## src/rtl/vect_pkg.sv

```systemverilog
// -----------------------------------------------------------------------------
// vect_pkg
// Shared definitions for the vect_unit compute element and its issue
// controller.
//   VECT_DATA_W / VECT_CTRL_W / VECT_TAG_W : default widths
//   ALU_*                                  : aluCTRL operation codes
// Ports: none (package).
// -----------------------------------------------------------------------------
package vect_pkg;

    localparam int VECT_DATA_W = 32;
    localparam int VECT_CTRL_W = 4;
    localparam int VECT_TAG_W  = 4;

    // aluCTRL codes understood by vect_unit; any other code yields zero.
    localparam int ALU_ADD = 0;
    localparam int ALU_SUB = 1;
    localparam int ALU_AND = 2;
    localparam int ALU_OR  = 3;
    localparam int ALU_XOR = 4;
    localparam int ALU_SLT = 5;
    localparam int ALU_SLL = 6;
    localparam int ALU_SRA = 7;

endpackage

```

## src/rtl/vect_rsp_fifo.sv

```systemverilog
// -----------------------------------------------------------------------------
// vect_rsp_fifo
// Synchronous result FIFO with a registered head. The head register is the
// only thing driving rdata, so readers see no combinational path from the
// write side, and rdata keeps its last value while the FIFO is empty.
// Ports:
//   clk, rst_n  in        clock, asynchronous active-low reset
//   flush       in   1    clear pointers and count (head data retained)
//   push        in   1    write wdata
//   wdata       in   W    entry to write
//   pop         in   1    consume head (ignored when empty)
//   rvalid      out  1    FIFO non-empty
//   rdata       out  W    head entry
//   count       out  CW   number of stored entries
// -----------------------------------------------------------------------------
module vect_rsp_fifo #(
    parameter int WIDTH = 38,
    parameter int DEPTH = 2,
    parameter int CW    = $clog2(DEPTH) + 1
) (
    input  logic             clk,
    input  logic             rst_n,
    input  logic             flush,
    input  logic             push,
    input  logic [WIDTH-1:0] wdata,
    input  logic             pop,
    output logic             rvalid,
    output logic [WIDTH-1:0] rdata,
    output logic [CW-1:0]    count
);

    localparam int            PW   = $clog2(DEPTH);
    localparam logic [CW-1:0] FULL = CW'(DEPTH);
    localparam logic [CW-1:0] ONE  = CW'(1);

    logic [WIDTH-1:0] mem [DEPTH];
    logic [PW-1:0]    wr_ptr;
    logic [PW-1:0]    rd_ptr;
    logic [PW-1:0]    rd_ptr_nxt;
    logic [WIDTH-1:0] head;
    logic             do_push;
    logic             do_pop;

    assign do_pop     = pop && (count != '0) && !flush;
    // A push into a full FIFO is accepted only when the head leaves the same cycle.
    assign do_push    = push && !flush && ((count != FULL) || do_pop);
    assign rd_ptr_nxt = rd_ptr + 1'b1;

    always_ff @(posedge clk) begin
        if (do_push) begin
            mem[wr_ptr] <= wdata;
        end
    end

    always_ff @(posedge clk or negedge rst_n) begin
        if (!rst_n) begin
            wr_ptr <= '0;
            rd_ptr <= '0;
            count  <= '0;
            head   <= '0;
        end else if (flush) begin
            wr_ptr <= '0;
            rd_ptr <= '0;
            count  <= '0;
        end else begin
            if (do_push) begin
                wr_ptr <= wr_ptr + 1'b1;
            end
            if (do_pop) begin
                rd_ptr <= rd_ptr_nxt;
            end
            if (do_push && !do_pop) begin
                count <= count + 1'b1;
            end else if (do_pop && !do_push) begin
                count <= count - 1'b1;
            end
            // Next head: the following stored entry, or the incoming one when
            // the FIFO is (or becomes) otherwise empty.
            if (do_pop) begin
                if (count > ONE) begin
                    head <= mem[rd_ptr_nxt];
                end else if (do_push) begin
                    head <= wdata;
                end
            end else if ((count == '0) && do_push) begin
                head <= wdata;
            end
        end
    end

    assign rvalid = (count != '0);
    assign rdata  = head;

endmodule

```

## src/rtl/vect_unit.sv

```systemverilog
// -----------------------------------------------------------------------------
// vect_unit
// Purely combinational ALU used as the compute element behind vect_issue_ctrl.
// Ports:
//   a, b      in   DATA_W  operands
//   alu_ctrl  in   CTRL_W  operation code (vect_pkg::ALU_*)
//   result    out  DATA_W  operation result
//   flags     out  2       {carry/borrow, zero}
// -----------------------------------------------------------------------------
module vect_unit
    import vect_pkg::*;
#(
    parameter int DATA_W = VECT_DATA_W,
    parameter int CTRL_W = VECT_CTRL_W
) (
    input  logic [DATA_W-1:0] a,
    input  logic [DATA_W-1:0] b,
    input  logic [CTRL_W-1:0] alu_ctrl,
    output logic [DATA_W-1:0] result,
    output logic [1:0]        flags
);

    localparam int SH_W = $clog2(DATA_W);

    logic signed [DATA_W-1:0] a_s;
    logic signed [DATA_W-1:0] b_s;
    logic        [DATA_W:0]   wide;
    logic                     carry;

    assign a_s = a;
    assign b_s = b;

    always_comb begin
        result = '0;
        wide   = '0;
        carry  = 1'b0;
        case (alu_ctrl)
            CTRL_W'(ALU_ADD): begin
                wide   = {1'b0, a} + {1'b0, b};
                result = wide[DATA_W-1:0];
                carry  = wide[DATA_W];
            end
            CTRL_W'(ALU_SUB): begin
                // Top bit of the widened difference is the unsigned borrow.
                wide   = {1'b0, a} - {1'b0, b};
                result = wide[DATA_W-1:0];
                carry  = wide[DATA_W];
            end
            CTRL_W'(ALU_AND): result = a & b;
            CTRL_W'(ALU_OR):  result = a | b;
            CTRL_W'(ALU_XOR): result = a ^ b;
            CTRL_W'(ALU_SLT): result = {{(DATA_W-1){1'b0}}, (a_s < b_s)};
            CTRL_W'(ALU_SLL): result = a << b[SH_W-1:0];
            CTRL_W'(ALU_SRA): result = a_s >>> b[SH_W-1:0];
            default:          result = '0;
        endcase
    end

    assign flags = {carry, (result == '0)};

endmodule

```

## src/rtl/vect_issue_ctrl.sv

```systemverilog
// -----------------------------------------------------------------------------
// vect_issue_ctrl
// Request/response front-end for vect_unit. A request is captured into a
// one-deep stage register, vect_unit evaluates from that register, and the
// result is written into a small result FIFO whose head is returned with the
// request tag. Requests are admitted on a credit basis so the FIFO can never
// overflow.
// Ports:
//   clk, rst_n            in   clock, asynchronous active-low reset
//   flush                 in   synchronous clear of stage, FIFO and counter
//   req_valid/req_ready   in/out request handshake
//   req_a, req_b          in   operands
//   req_ctrl              in   aluCTRL code
//   req_tag               in   opaque tag
//   rsp_valid/rsp_ready   out/in response handshake
//   rsp_data, rsp_flags   out  vect_unit result and flags of head entry
//   rsp_tag               out  tag of head entry
//   busy                  out  stage occupied or FIFO non-empty
//   issued_cnt            out  accepted requests since reset/flush (wraps)
// -----------------------------------------------------------------------------
module vect_issue_ctrl
    import vect_pkg::*;
#(
    parameter int DATA_W     = VECT_DATA_W,
    parameter int CTRL_W     = VECT_CTRL_W,
    parameter int TAG_W      = VECT_TAG_W,
    parameter int FIFO_DEPTH = 2,
    parameter int CNT_W      = 16
) (
    input  logic              clk,
    input  logic              rst_n,
    input  logic              flush,
    input  logic              req_valid,
    output logic              req_ready,
    input  logic [DATA_W-1:0] req_a,
    input  logic [DATA_W-1:0] req_b,
    input  logic [CTRL_W-1:0] req_ctrl,
    input  logic [TAG_W-1:0]  req_tag,
    output logic              rsp_valid,
    input  logic              rsp_ready,
    output logic [DATA_W-1:0] rsp_data,
    output logic [1:0]        rsp_flags,
    output logic [TAG_W-1:0]  rsp_tag,
    output logic              busy,
    output logic [CNT_W-1:0]  issued_cnt
);

    localparam int           ENT_W   = DATA_W + 2 + TAG_W;
    localparam int           CW      = $clog2(FIFO_DEPTH) + 1;
    localparam logic [CW:0]  DEPTH_V = (CW + 1)'(FIFO_DEPTH);

    logic              ready_en;
    logic              vld_p1;
    logic [DATA_W-1:0] a_p1;
    logic [DATA_W-1:0] b_p1;
    logic [CTRL_W-1:0] ctrl_p1;
    logic [TAG_W-1:0]  tag_p1;
    logic [DATA_W-1:0] alu_result;
    logic [1:0]        alu_flags;
    logic [CW-1:0]     fifo_count;
    logic [ENT_W-1:0]  fifo_rdata;
    logic [CW:0]       occupancy;
    logic              pop;
    logic              accept;

    assign pop    = rsp_valid && rsp_ready;
    // Ops in flight after this edge if nothing new were accepted.
    assign occupancy = ({{CW{1'b0}}, vld_p1} + {1'b0, fifo_count}) - {{CW{1'b0}}, pop};
    // ready_en keeps req_ready low while in reset and releases it on the
    // first clock edge afterwards.
    assign req_ready = ready_en && !flush && (occupancy < DEPTH_V);
    assign accept    = req_valid && req_ready;

    // ---- stage p0 -> p1: request capture ----
    always_ff @(posedge clk or negedge rst_n) begin
        if (!rst_n) begin
            ready_en   <= 1'b0;
            vld_p1     <= 1'b0;
            issued_cnt <= '0;
        end else begin
            ready_en <= 1'b1;
            if (flush) begin
                vld_p1     <= 1'b0;
                issued_cnt <= '0;
            end else begin
                // The stage always drains into the FIFO, so it holds only the
                // op accepted on this edge.
                vld_p1 <= accept;
                if (accept) begin
                    issued_cnt <= issued_cnt + 1'b1;
                end
            end
        end
    end

    always_ff @(posedge clk) begin
        if (accept) begin
            a_p1    <= req_a;
            b_p1    <= req_b;
            ctrl_p1 <= req_ctrl;
            tag_p1  <= req_tag;
        end
    end

    vect_unit #(
        .DATA_W (DATA_W),
        .CTRL_W (CTRL_W)
    ) u_unit (
        .a        (a_p1),
        .b        (b_p1),
        .alu_ctrl (ctrl_p1),
        .result   (alu_result),
        .flags    (alu_flags)
    );

    // ---- stage p1 -> p2: result FIFO ----
    vect_rsp_fifo #(
        .WIDTH (ENT_W),
        .DEPTH (FIFO_DEPTH),
        .CW    (CW)
    ) u_fifo (
        .clk    (clk),
        .rst_n  (rst_n),
        .flush  (flush),
        .push   (vld_p1),
        .wdata  ({alu_result, alu_flags, tag_p1}),
        .pop    (pop),
        .rvalid (rsp_valid),
        .rdata  (fifo_rdata),
        .count  (fifo_count)
    );

    assign rsp_data  = fifo_rdata[ENT_W-1 -: DATA_W];
    assign rsp_flags = fifo_rdata[TAG_W +: 2];
    assign rsp_tag   = fifo_rdata[TAG_W-1:0];
    assign busy      = vld_p1 || (fifo_count != '0);

endmodule

```

## config.mk

```make
export PLATFORM = sky130hd
export DESIGN_NAME = vect_issue_ctrl
export DESIGN_NICKNAME = d
export VERILOG_FILES = /design/src/rtl/vect_pkg.sv /design/src/rtl/vect_rsp_fifo.sv /design/src/rtl/vect_unit.sv /design/src/rtl/vect_issue_ctrl.sv
export SDC_FILE = /design/constraint.sdc
export NUM_CORES = 1
export LEC_CHECK = 0
export CAP_MARGIN = 20
export CORE_ASPECT_RATIO = 0.6
export CORE_MARGIN = 1
export CORE_UTILIZATION = 45
export CTS_BUF_LIST = sky130_fd_sc_hd__clkbuf_16
export DETAILED_ROUTE_END_ITERATION = 16
export PLACE_DENSITY = 0.67
export SETUP_SLACK_MARGIN = 0.2
export SYNTH_ARGS = -nofsm -noshare
export SYNTH_HDL_FRONTEND = slang
export SYNTH_HIERARCHICAL = 1
export SYNTH_SLANG_ARGS = --single-unit
export TNS_END_PERCENT = 20
```

## constraint.sdc

```tcl
create_clock -name clk -period 5.8 [get_ports clk]
set_input_delay 0.58 -clock clk [delete_from_list [all_inputs] [get_ports clk]]
set_output_delay 0.58 -clock clk [all_outputs]
set_load 0.02 [all_outputs]
```

==> After elaboration in Yosys (flattened, before gate mapping) <==
Memory sizes are Yosys's and may differ from the RTL's.
Index checks and enable logic that the tools add are counted.
Widths: inputs -> output; s select.
{ "totals": {"ramBits": 76, "regBits": 132, "elab_cells": 83, "memories": 1, "in_bits": 77, "out_inout_bits": 57} }
{ "op_classes": {"add_sub_neg": 9, "n_bitwise": 4, "eq_ne": 9, "n_lt_le_gt_ge": 3, "n_mux": 18, "n_shift": 2, "n_reduce_logical": 26} }
{ "memory_table": {"columns": ["name", "words", "width", "rd", "rd_ports_with_merged_regs", "write_ports", "line", "rtl"], "rows": [
  ["u_fifo.mem", 2, 38, 1, 0, 1, "vect_rsp_fifo.sv:36", "logic [WIDTH-1:0] mem [DEPTH];"]
]} }
{ "op_table": {"columns": ["op", "n"], "rows": [
  ["$pmux 32 s8", 1],
  ["$mux 38", 4],
  ["$add 32x32->33", 1],
  ["$sub 32x32->33", 1],
  ["$and 32x32->32", 1],
  ["$logic_not 32->1", 1],
  ["$lt 32x32->1", 1],
  ["$mux 16", 2],
  ["$or 32x32->32", 1],
  ["$shl 32x5->32", 1],
  ["$sshr 32x5->32", 1],
  ["$xor 32x32->32", 1],
  ["$add 16x1->16 const B", 1],
  ["$eq 4x3->1 const B", 4],
  ["$logic_and 1x1->1", 11],
  ["$reduce_bool 2->1", 5],
  ["$eq 4x2->1 const B", 2],
  ["$mux 1", 7],
  ["$mux 2", 3],
  ["$eq 4x1->1 const B", 1],
  ["$logic_not 4->1", 1],
  ["$add 1x2->3", 1],
  ["$logic_not 1->1", 3],
  ["$lt 3x2->1 const B", 1],
  ["13 further kinds", 15]
]} }

==> Logic depth before layout (Yosys ltp) <==
Gate-level depths: netlist of run 1.
{ "logic_depth": {"ltp_word": 11, "ltp_mapped": 19, "depth_no_buf": 16} }

==> By module <==
The synthesis of run 1 kept the hierarchy.
{ "by_module_without_submodules": {"columns": ["mod", "n_inst", "area_each_um2", "cells_each", "seq_area_each_um2"], "rows": [
  ["vect_unit", 1, 9374.0, 1416, 0.0],
  ["vect_rsp_fifo", 1, 4810.9, 317, 3333.2],
  ["vect_issue_ctrl", 1, 3151.8, 173, 2612.5]
]} }

==> Least setup slack after synthesis of run 1 <==
No wires, ideal clock.
{ "synth_path": {"kind": "flip-flop to flip-flop", "from": "register u_fifo.count[1]", "to": "register issued_cnt[1]", "n_path_buf": 0, "stages_incl_launch_ff": 11, "arrival_ns": 5.752, "synth_period_minus_slack_ns": 6.053, "setup_slack_ns": -0.253, "setup_ns": 0.301, "t_required_ns": 5.499, "cell_sequence": "dfrtp_1 -> inv_1 -> ha_1 -> inv_1 -> and2_1 -> ha_1 -> nand2b_1 -> fa_1 -> nand4b_4 -> nor2_1 -> o21ai_0"} }
{ "synth_between": {"elab_chain_cells": 7, "word_cells_on_any_way": 8, "classes_between": "add/sub (2); order compare (1); reduce/logical (5)"} }
{ "synth_lines": {"columns": ["item", "line", "rtl"], "rows": [
  ["start, declared", "vect_rsp_fifo.sv:29", "output logic [CW-1:0] count"],
  ["start signal, assigned", "vect_rsp_fifo.sv:73", "count <= count + 1'b1;"],
  ["start signal, assigned", "vect_rsp_fifo.sv:75", "count <= count - 1'b1;"],
  ["$reduce_bool 2->1", "vect_rsp_fifo.sv:91", "assign rvalid = (count != '0);"],
  ["via rsp_valid", "vect_issue_ctrl.sv:39", "output logic rsp_valid,"],
  ["$logic_and 1x1->1", "vect_issue_ctrl.sv:66", "assign pop = rsp_valid && rsp_ready;"],
  ["via pop", "vect_issue_ctrl.sv:63", "logic pop;"],
  ["$sub 3x1->3", "vect_issue_ctrl.sv:68", "assign occupancy = ({{CW{1'b0}}, vld_p1} + {1'b0, fifo_count}) - {{CW{1'b0}}, pop};"],
  ["$lt 3x2->1", "vect_issue_ctrl.sv:71", "assign req_ready = ready_en && !flush && (occupancy < DEPTH_V);"],
  ["$logic_and 1x1->1", "vect_issue_ctrl.sv:71", null],
  ["$logic_and 1x1->1", "vect_issue_ctrl.sv:72", "assign accept = req_valid && req_ready;"],
  ["via accept", "vect_issue_ctrl.sv:64", "logic accept;"],
  ["$reduce_bool 2->1 (no source line)", null, null],
  ["end signal, assigned", "vect_issue_ctrl.sv:90", "issued_cnt <= issued_cnt + 1'b1;"],
  ["end, declared", "vect_issue_ctrl.sv:45", "output logic [CNT_W-1:0] issued_cnt"]
]} }
The timed path passes the listed nets, and every way through them passes these cells.
A chain may end at the register's enable or synchronous reset.

==> Final worst setup path of run 1 <==
{ "layout_path": {"from": "register b_p1[1]", "to": "register u_fifo.head[4] (netlist: u_fifo/rdata[4])"} }
{ "layout_between": {"elab_chain_cells": 6, "word_cells_on_any_way": 14, "classes_between": "add/sub (2); order compare (1); shift (2); mux (5); bitwise (3); reduce/logical (1)"} }
{ "layout_lines": {"columns": ["item", "line", "rtl"], "rows": [
  ["start, declared", "vect_issue_ctrl.sv:55", "logic [DATA_W-1:0] b_p1;"],
  ["start signal, assigned", "vect_issue_ctrl.sv:99", "b_p1 <= req_b;"],
  ["$sub 32x32->33 (tied with other cells)", "vect_unit.sv:45", "wide = {1'b0, a} - {1'b0, b};"],
  ["$pmux 32 s8 *", "vect_unit.sv:37", "case (alu_ctrl)"],
  ["via alu_result[3]", "vect_issue_ctrl.sv:58", "logic [DATA_W-1:0] alu_result;"],
  ["$logic_not 32->1 *", "vect_unit.sv:59", "assign flags = {carry, (result == '0)};"],
  ["via alu_flags[0]", "vect_issue_ctrl.sv:59", "logic [1:0] alu_flags;"],
  ["$mux 38", "vect_rsp_fifo.sv:82", "end else if (do_push) begin"],
  ["$mux 38", "vect_rsp_fifo.sv:80", "if (count > ONE) begin"],
  ["$mux 38 *", "vect_rsp_fifo.sv:79", "if (do_pop) begin"],
  ["end signal, assigned", "vect_rsp_fifo.sv:81", "head <= mem[rd_ptr_nxt];"],
  ["end signal, assigned", "vect_rsp_fifo.sv:83", "head <= wdata;"],
  ["end signal, assigned", "vect_rsp_fifo.sv:86", "head <= wdata;"],
  ["end, declared", "vect_rsp_fifo.sv:40", "logic [WIDTH-1:0] head;"]
]} }
The timed path passes the listed nets; every way through them passes the cells marked *. The select of a mux whose other input is x is not followed.

==> out/results.ini, run 1 <==
[place]
dp.final_hpwl_mm = 58.8
portBuffers = 133
gp_congestion = 1.11
post_dp_cell_area_um2 = 19500

[timing]
setup_viol = 0
final-hold-violation-count = 0
tightest_slew_ns = 1.35
rsz0062_at_grt = no
slew_headroom = 0.0969
min_period_ns = 5.25
drv_slew = 0
fin_tns_setup_ns = 0
finalCritPeriodShare = 0.904
fmax_ghz = 0.191
fin_skew_ns = 0.0132

[clock_network]
cts.sinks = 208
htreeDepth = 1
cts_setup_buffers = 0
cts_tree = done
cts-resized-gates = 0
clock_latency_ns = 0.55
root_buffer = clkbuf_16
clockBufferDepth = 3
ctsHoldBuffers = 0
cts_buffers = 22
path_clk_slew_ns = 0.06

[setup_path]
cpPeakStageDelay_ns = 0.62
critPathMaxFanout = 69
critPathSlowestCell = edfxtp_1
path_delay_family = simple AND/OR/NAND/NOR gates
path_cells = buf_12 > buf_4 > mux2i_1 > mux2_2 > nor3_1 > a22oi_1 > nand4_1 > or3_1 > or4_1 > nor4_1 > and4b_1 > nand4_1 > nor3_2 > mux2i_1 > o21ai_1
crit_path_end_kind = flop
crit_required_ns = 6.27
crit_path_start = b_p1[1]
start_kind = flop
worstReg2RegStart = b_p1[1]
critPathBufInv = 2
critical_path_class = flop to flop
arrival_ns = 5.72

[global_routing]
grt_use_total = 0.377
grt_pass1_vias = 15500
grt-ovfl-total = 0
grt_pass1_wl_mm = 109
grt_start_max_net_pins = 70
antenna_found_initial = 1

[layout]
fin_nets = 2215
fin_area_um2 = 20200
fillCellCount = 3519
synthToLayoutAreaGrowth_pct = 16.8
final_layout_size_suffix_gt1_frac = 0.118

[logic_synthesis]
synth_xor_area_frac = 0.0136
yosys.area_share.simple = 0.167
synthAdderAreaFrac = 0.0807
synth-compound-area-share = 0.212
mappedNetlistArea_um2 = 17300
async_flop_share = 0.288
ys_seq_area_frac = 0.343
syn_avg_cell_area_um2 = 9.10
synthMuxAreaShare = 0.127
ys_ff_latch = 208
synthFlopType = edfxtp_1
synthDistinctLibCells = 92
ys_warn_count = 6
syn_inst = 1906
synth_edf_count = 148
synth_top_family_by_area = compound AO/OA/AOI/OAI gates
syn-num-nets = 2093

[routing]
drt_iter0_drc = 2508
vias_per_cell = 6.75
post_drt_wl_per_cell_um = 29.6
drc = 0
drtPass1Iterations = 6
vias = 17300
ant_nets = 0
wirelength_mm = 75.6

[floorplan]
die_h_um = 154
die_x_um = 255
pin_count = 134
start_util = 0.458
rows = 55
core_um2 = 37800
dieArea_um2 = 39300

[power]
total_power_w = 0.00476
ir_worst_vdd_mv = 0.214
cellPowerDensity_nw_per_um2 = 235
p_leak_nw = 7.80

[min_path]
hp-class = input pin to async pin

[status]
status = completed

[job]
maxCapViolCount = 0

-- synthesized netlist by cell type, types with 20 or more instances --
master / count / area, um2
a211oi_1: 21 / 158
a21oi_1: 114 / 571
buf_2: 23 / 115
clkbuf_1: 66 / 248
dfrtp_1: 60 / 1500
edfxtp_1: 148 / 4440
ha_1: 107 / 1340
inv_1: 95 / 357
mux2_2: 68 / 766
mux2i_1: 92 / 921
mux4_2: 20 / 450
nand2_1: 181 / 679
nand2b_1: 25 / 156
nand3_1: 32 / 160
nand4_1: 26 / 163
nor2_1: 145 / 544
nor2b_1: 30 / 188
nor3_1: 53 / 265
nor4_1: 24 / 150
o21ai_0: 111 / 556
o21ai_1: 42 / 210
o221ai_1: 24 / 210
o22ai_1: 45 / 282
-- path summary, 6_finish.rpt --
path	endpoint	slack, ns	cells after the start
worst min-delay path	u_fifo/rdata[1]	0.19	2
max in group asynchronous	issued_cnt[14]	5.06	2
worst max register to register	u_fifo/rdata[4]	0.55	15
min in group clk	u_fifo/rdata[30]	0.49	2
worst min register to register	u_fifo/rdata[30]	0.49	2
worst max-delay path	u_fifo/rdata[4]	0.55	15
-- final cells by class --
cell class	instances	area [um2]	share of cell area
flip-flops and latches	208	5950	0.294
repair buffers	221	2010	0.0992
well taps	513	642	0.0317
inverters	99	372	0.0184
multi-input cells	1476	10500	0.518
clock inverters	15	164	0.00809
clock buffers	25	626	0.0309
diodes	1	2.50	0.000124
-- placed cells by master, fill, tap and decap left out, types with 8 or more instances in the layout --
master / n
a21o_1: 12
nand4_1: 26
clkdlybuf4s50_1: 132
o31ai_1: 18
nand2b_1: 25
o211ai_1: 18
inv_1: 96
a22oi_1: 14
ha_1: 107
and3_1: 9
mux2_2: 68
a211o_1: 9
nor3_1: 51
o221ai_1: 24
and2_1: 9
a211oi_1: 21
nand2_1: 181
or3_1: 17
o21ai_0: 111
o21ai_1: 42
mux2i_1: 92
nand3_1: 32
nor2_1: 144
edfxtp_1: 148
clkbuf_16: 25
a221oi_1: 14
nor2b_1: 30
xor2_1: 8
xnor2_1: 19
o22ai_1: 45
a31oi_1: 17
buf_4: 85
mux4_2: 20
nor4_1: 23
a21oi_1: 114
dfrtp_1: 60
-- through the flow --
stage          utilization  std cells  hold WS (ns)  worst slack, ns
2_1_floorplan            -       1906         0.284            0.861
3_3_place_gp         0.514       2516         0.460            0.911
3_5_place_dp         0.514       2516         0.469            0.862
4_1_cts              0.535       2556         0.218            0.848
5_1_grt              0.535       2557         0.267            0.454
6_report             0.535       2558         0.188            0.555
-- where the power goes --
group	internal (W)	switching, W	leakage (nW)
combinational	0.000517	0.000845	5.25
sequential	0.00173	0.000101	2.16
clock	0.000914	0.000650	0.390
total	0.00317	0.00160	7.80
-- flip-flops by register name, summed over array words and instances (netlist names) --
| register | count |
|---|---|
| a_p1 | 32 |
| issued_cnt | 16 |
| b_p1 | 32 |
| u_fifo/mem | 76 |
| tag_p1 | 4 |
| ready_en | 1 |
| u_fifo/rdata | 38 |
| u_fifo/rd_ptr | 1 |
| u_fifo/count | 2 |
| u_fifo/wr_ptr | 1 |
| ctrl_p1 | 4 |
| vld_p1 | 1 |
-- kinds of logic (layout without fill, tap and decap cells) --
group,count (synthesis),after routing
adder cells (fa/ha/maj),110,110
AO/OA/AOI/OAI,561,561
buffers and inverters,222,360
AND/OR/NAND/NOR,592,592
flip-flops,208,208
other,1,2
multiplexers,185,185
XOR/XNOR,27,27
-- per-layer routing --
layer / share of wire / global-route usage
met1: 0.47 / 0.607
met2: 0.38 / 0.487
met3: 0.14 / 0.105
met4: 0.018 / 0.0620
met5: 0.0018 / 0.0266
Power figures use the tool's default switching activity.
==> inputs of run 2 (changes only) <==
--- a/config.mk
+++ b/config.mk
@@ -13,6 +13,7 @@
 export DETAILED_ROUTE_END_ITERATION = 16
 export PLACE_DENSITY = 0.67
 export SETUP_SLACK_MARGIN = 0.2
+export SKIP_CTS_REPAIR_TIMING = 1
 export SYNTH_ARGS = -nofsm -noshare
 export SYNTH_HDL_FRONTEND = slang
 export SYNTH_HIERARCHICAL = 1
==> results of run 2 <==
No change in the layout: final DEF, timing and power equal those of run 1.
==> variant 1, RTL diff (flow settings as in run 2) <==
Register the output `issued_cnt` once more, with the module's reset; this adds one clock of latency there. The other outputs are not delayed to match.
--- a/src/rtl/vect_issue_ctrl.sv
+++ b/src/rtl/vect_issue_ctrl.sv
@@ -49,6 +49,8 @@
     localparam int           CW      = $clog2(FIFO_DEPTH) + 1;
     localparam logic [CW:0]  DEPTH_V = (CW + 1)'(FIFO_DEPTH);
 
+    logic [CNT_W-1:0] issued_cnt_s0;
+
     logic              ready_en;
     logic              vld_p1;
     logic [DATA_W-1:0] a_p1;
@@ -76,18 +78,18 @@
         if (!rst_n) begin
             ready_en   <= 1'b0;
             vld_p1     <= 1'b0;
-            issued_cnt <= '0;
+            issued_cnt_s0 <= '0;
         end else begin
             ready_en <= 1'b1;
             if (flush) begin
                 vld_p1     <= 1'b0;
-                issued_cnt <= '0;
+                issued_cnt_s0 <= '0;
             end else begin
                 // The stage always drains into the FIFO, so it holds only the
                 // op accepted on this edge.
                 vld_p1 <= accept;
                 if (accept) begin
-                    issued_cnt <= issued_cnt + 1'b1;
+                    issued_cnt_s0 <= issued_cnt_s0 + 1'b1;
                 end
             end
         end
@@ -135,5 +137,13 @@
     assign rsp_tag   = fifo_rdata[TAG_W-1:0];
     assign busy      = vld_p1 || (fifo_count != '0);
 
+    always_ff @(posedge clk or negedge rst_n) begin
+        if (!rst_n) begin
+            issued_cnt <= '0;
+        end else begin
+            issued_cnt <= issued_cnt_s0;
+        end
+    end
+
 endmodule
 
Check against the original RTL: not equivalent (a bounded check fails within 4 cycles, from zero or initial values and one cycle with rst_n low).
==> variant 1 against run 2 <==
- routed wire length is 0.52% higher
- setup slack gained 0.065 ns
- highest routed layer unchanged
- critical endpoint unchanged
- area after synthesis grew 2.4%
- largest cell class unchanged
- sequential share of layout area is 1.5 points higher
- core utilization rose by 0.27 points
- final area is 1.6% higher
- total power increased by 1.6%
- sequential cell count up 16
==> variant 1: results (changes against run 2) <==
* DP Area at 0.0198 mm² (+1.7%)
* Highest routed layer: met5
* Most common flop cell mapped by yosys: edfxtp_1
* Slew @ Worst Pin at 1.32 ns (-0.0366 ns)
* Area contributors post-synth: edfxtp_1, dfrtp_1, ha_1
* Leading cell types by count after synthesis: nand2_1, edfxtp_1, nor2_1
* Remaining Overflow, GRT at 0 (unchanged)
* Wire per inst at 29.6 µm (+0.24%)
* Routability congestion estimate at 1.13 (+1.4%)
* VDD IR max at 0.231 mV (+8.0%)
* Largest reg by FF count: u_fifo/mem
* Met3 routed WL at 11.8 mm (+13%)
* Drt via density at 6.72 (-0.49%)
* Register area share after synthesis at 0.357 (+0.0144)
* Initial DRT Pass Iterations at 8 (+2)
* Pleak at 0.00797 µW (+2.2%)
* Library cells used by synthesis at 93 (+1.1%)
* Critical path arrival at 5.65 ns (-0.07 ns)
* Metal2 WL at 27.7 mm (-2.2%)
* Reg2Reg Setup Slack at 0.62 ns (+0.06 ns)
* Vias in the first global route at 15600 (+0.26%)
* Layout cells sized above 1 at 0.115 (-0.00290)
* Global Route Usage Sum at 0.372 (-0.00541)
* DP HPWL at 59.3 mm (+0.85%)
* Largest net degree at the start of global routing at 98 (+40%)
* Hold Crit Class: reg -> reg
* First-pass GRT wire length at 109 mm (-0.14%)
* CP Max Fanout at 11 (-84%)
* Metal1 wirelength at 34.9 mm (-1.1%)
* N_diodes at 0 (-1)
* Worst Clk Skew at 0.0178 ns (+0.00462 ns)
* Max stage delay on crit path at 0.63 ns
* YS warnings at 6 (unchanged)
* R2r startpoint: b_p1[0]$_DFFE_PP_
* Total CTS buffers at 24 (+9.1%)
* Result of the run: complete, no violations
* Initial antenna violation count at 3 (+2)
* Fillers at 3481 (-1.1%)
* R2r worst-path depth at 15 (unchanged)
* Critical path's slowest cell: edfxtp_1
* DR iter-0 viols at 2891 (+15%)
* Syn_nets at 2106 (+0.62%)
* Nets at 2221 (+0.27%)
* CP delay by family, top: compound AO/OA/AOI/OAI gates
* Crit path launch type: flop
* FFs w/ async S/R, synth at 0.339 (+0.0508)
==> variant 1: cell families after synthesis <==
logic type / synth area share
AO/OA/AOI/OAI: 0.206
XOR/XNOR: 0.0152
adder cells (fa/ha/maj): 0.0788
buffers and inverters: 0.0555
flip-flops: 0.357
multiplexers: 0.124
other: 0.000211
AND/OR/NAND/NOR: 0.163
==> variant 1: metal layers <==
metal,vias up,GRT usage
li1,7456,-
met2,1244,0.463
met1,8414,0.586
met3,118,0.143
met4,2,0.0716
met5,-,0
==> variant 1: per-stage QoR <==
step / hold WS, ns / std cells / util / worst slack [ns]
final: 0.390 / 2565 / 0.538 / 0.619
after CTS: -0.118 / 2564 / 0.537 / 0.811
after floorplan: 0.284 / 1919 / - / 0.787
after global routing: 0.400 / 2565 / 0.538 / 0.510
after global placement: 0.366 / 2520 / 0.517 / 0.789
after detailed placement: 0.374 / 2520 / 0.517 / 0.840
==> variant 1: report_power, final <==
group          leakage (µW)  switching [µW]  internal [µW]
Combinational       0.00519             848            514
Clock              0.000398             683            843
Sequential          0.00238            99.2           1850
==> variant 1: final cells by class <==
class | count | share of cell area
clock buffers | 27 | 0.0328
well taps | 513 | 0.0312
flip-flops and latches | 224 | 0.308
repair buffers | 211 | 0.0950
inverters | 101 | 0.0184
multi-input cells | 1472 | 0.509
clock inverters | 17 | 0.00468
==> variant 1: worst min path at each step <==
stage                                             start                     endpoint  slack (ns)  depth (start not counted)
after floorplan                                   rst_n      issued_cnt[0]$_DFF_PN0_        0.28                          0
after global placement    issued_cnt_s0[15]$_DFFE_PN0P_     issued_cnt[15]$_DFF_PN0_        0.37                          0
after detailed placement  issued_cnt_s0[15]$_DFFE_PN0P_     issued_cnt[15]$_DFF_PN0_        0.37                          0
after CTS                                         rst_n  u_fifo/rdata[1]$_DFFE_PN0P_       -0.12                          1
after global routing      issued_cnt_s0[15]$_DFFE_PN0P_     issued_cnt[15]$_DFF_PN0_        0.40                          0
final                     issued_cnt_s0[15]$_DFFE_PN0P_     issued_cnt[15]$_DFF_PN0_        0.39                          0
==> variant 2, RTL diff (settings of run 2) <==
Made on the original files. `VECT_CTRL_W`: 4 -> 3.
--- a/src/rtl/vect_pkg.sv
+++ b/src/rtl/vect_pkg.sv
@@ -9,7 +9,7 @@
 package vect_pkg;
 
     localparam int VECT_DATA_W = 32;
-    localparam int VECT_CTRL_W = 4;
+    localparam int VECT_CTRL_W = 3;
     localparam int VECT_TAG_W  = 4;
 
     // aluCTRL codes understood by vect_unit; any other code yields zero.
Ports: changed (resized req_ctrl); port bits go from 134 to 133. No check against the original RTL was run, so the function may have changed too.
==> variant 2 against run 2 <==
- sequential cell count fell by 1
- combinational power rose by 5%
- final area fell by 1.5%
- global-route usage fell by 4.1 points
- total power fell by 0.23%
- setup slack improved by 0.11 ns
- largest cell class unchanged
- highest routed layer unchanged
- routed wire length fell by 13%
- critical endpoint unchanged
- sequential share of layout area rose by 0.28 points
- area after synthesis fell by 0.74%
==> variant 2: results (changes against run 2) <==
* R2r worst-path depth at 14 (-1)
* FFs w/ async S/R, synth at 0.290 (+0.00139)
* Multi-In Gates at 1384 (-6.2%)
* Area of the multi-input gates at 0.0103 mm² (-1.7%)
* N_diodes at 0 (-1)
* Drt via density at 6.48 (-4.1%)
* Finished Layout Cells at 2463 (-3.7%)
* Metal2 WL at 25.4 mm (-10%)
* DR iter-0 viols at 2029 (-19%)
* Global Route met3 Usage at 0.126 (+0.0215)
* Worst Clk Skew at 0.0318 ns (+0.0186 ns)
* CP delay by family, top: compound AO/OA/AOI/OAI gates
* Non-clk buf share at 0.0957 (-0.00355)
* Initial antenna violation count at 2 (+1)
* Clock buf/inv share at 0.0371 (-0.00193)
* Port Buffer Count at 132 (-0.75%)
* Reg2Reg Setup Slack at 0.66 ns (+0.11 ns)
* Seq area share at 0.296 (+0.00282)
* Post-place setup slack at 0.507 ns (-0.355 ns)
* Result of the run: complete, no violations
* VDD IR max at 0.199 mV (-7.0%)
* Critical path arrival at 5.61 ns (-0.11 ns)
* Max stage delay on crit path at 0.75 ns (+0.13 ns)
* Global Route Usage Sum at 0.336 (-0.0407)
* Hold slack at 0.189 ns (+0.000777 ns)
* Routability congestion estimate at 1.09 (-2.5%)
* Nets at 2114 (-4.6%)
* Total CTS buffers at 23 (+4.5%)
* Vias in the first global route at 15000 (-3.5%)
* Number of synthesized flops with an enable pin at 147 (-0.68%)
* Syn_area_per_cell at 9.38 µm² (+3.1%)
-- variant 2: worst max-delay path by stage --
stage	slack, ns	end	start
after floorplan	0.68	u_fifo/rdata[4]$_DFFE_PN0P_	b_p1[2]$_DFFE_PP_
after global placement	0.73	u_fifo/rdata[4]$_DFFE_PN0P_	b_p1[0]$_DFFE_PP_
after detailed placement	0.51	u_fifo/rdata[4]$_DFFE_PN0P_	b_p1[0]$_DFFE_PP_
after CTS	0.56	u_fifo/rdata[4]$_DFFE_PN0P_	b_p1[0]$_DFFE_PP_
after global routing	0.38	u_fifo/rdata[4]$_DFFE_PN0P_	b_p1[1]$_DFFE_PP_
final	0.66	u_fifo/rdata[4]$_DFFE_PN0P_	b_p1[1]$_DFFE_PP_
-- variant 2: kinds of logic (layout without fill, tap and decap cells) --
family,count (synthesis),in the layout,synth area share
AO/OA/AOI/OAI,563,563,0.220
XOR/XNOR,24,24,0.0122
adder cells (fa/ha/maj),105,105,0.0777
buffers and inverters,244,359,0.0588
flip-flops,207,207,0.344
multiplexers,206,206,0.150
other,1,1,0.000218
AND/OR/NAND/NOR,485,485,0.137
-- variant 2: power groups by stage --
stage	logic, µW	registers [µW]	clock network, µW
global placement	1380	1870	0
finish	1430	1850	1470
detailed placement	1390	1880	0
floorplan	662	1990	0
CTS	1400	1850	1500
global route	1520	1870	1560
-- variant 2: metrics by stage --
step                cell area, µm²  utilization
detailed placement           19200        0.510
floorplan                    17200            -
global route                 20000        0.530
CTS                          19900        0.530
finish                       20000        0.530
global placement             19200        0.510
-- variant 2: worst reg2reg max path, delay by kind of cell (launching register included) --
kind	cells	cell delay [ns]
buffers and inverters	1	0.29
flip-flops	1	0.44
AND/OR/NAND/NOR	4	1.46
multiplexers	3	1.38
AO/OA/AOI/OAI	6	1.50
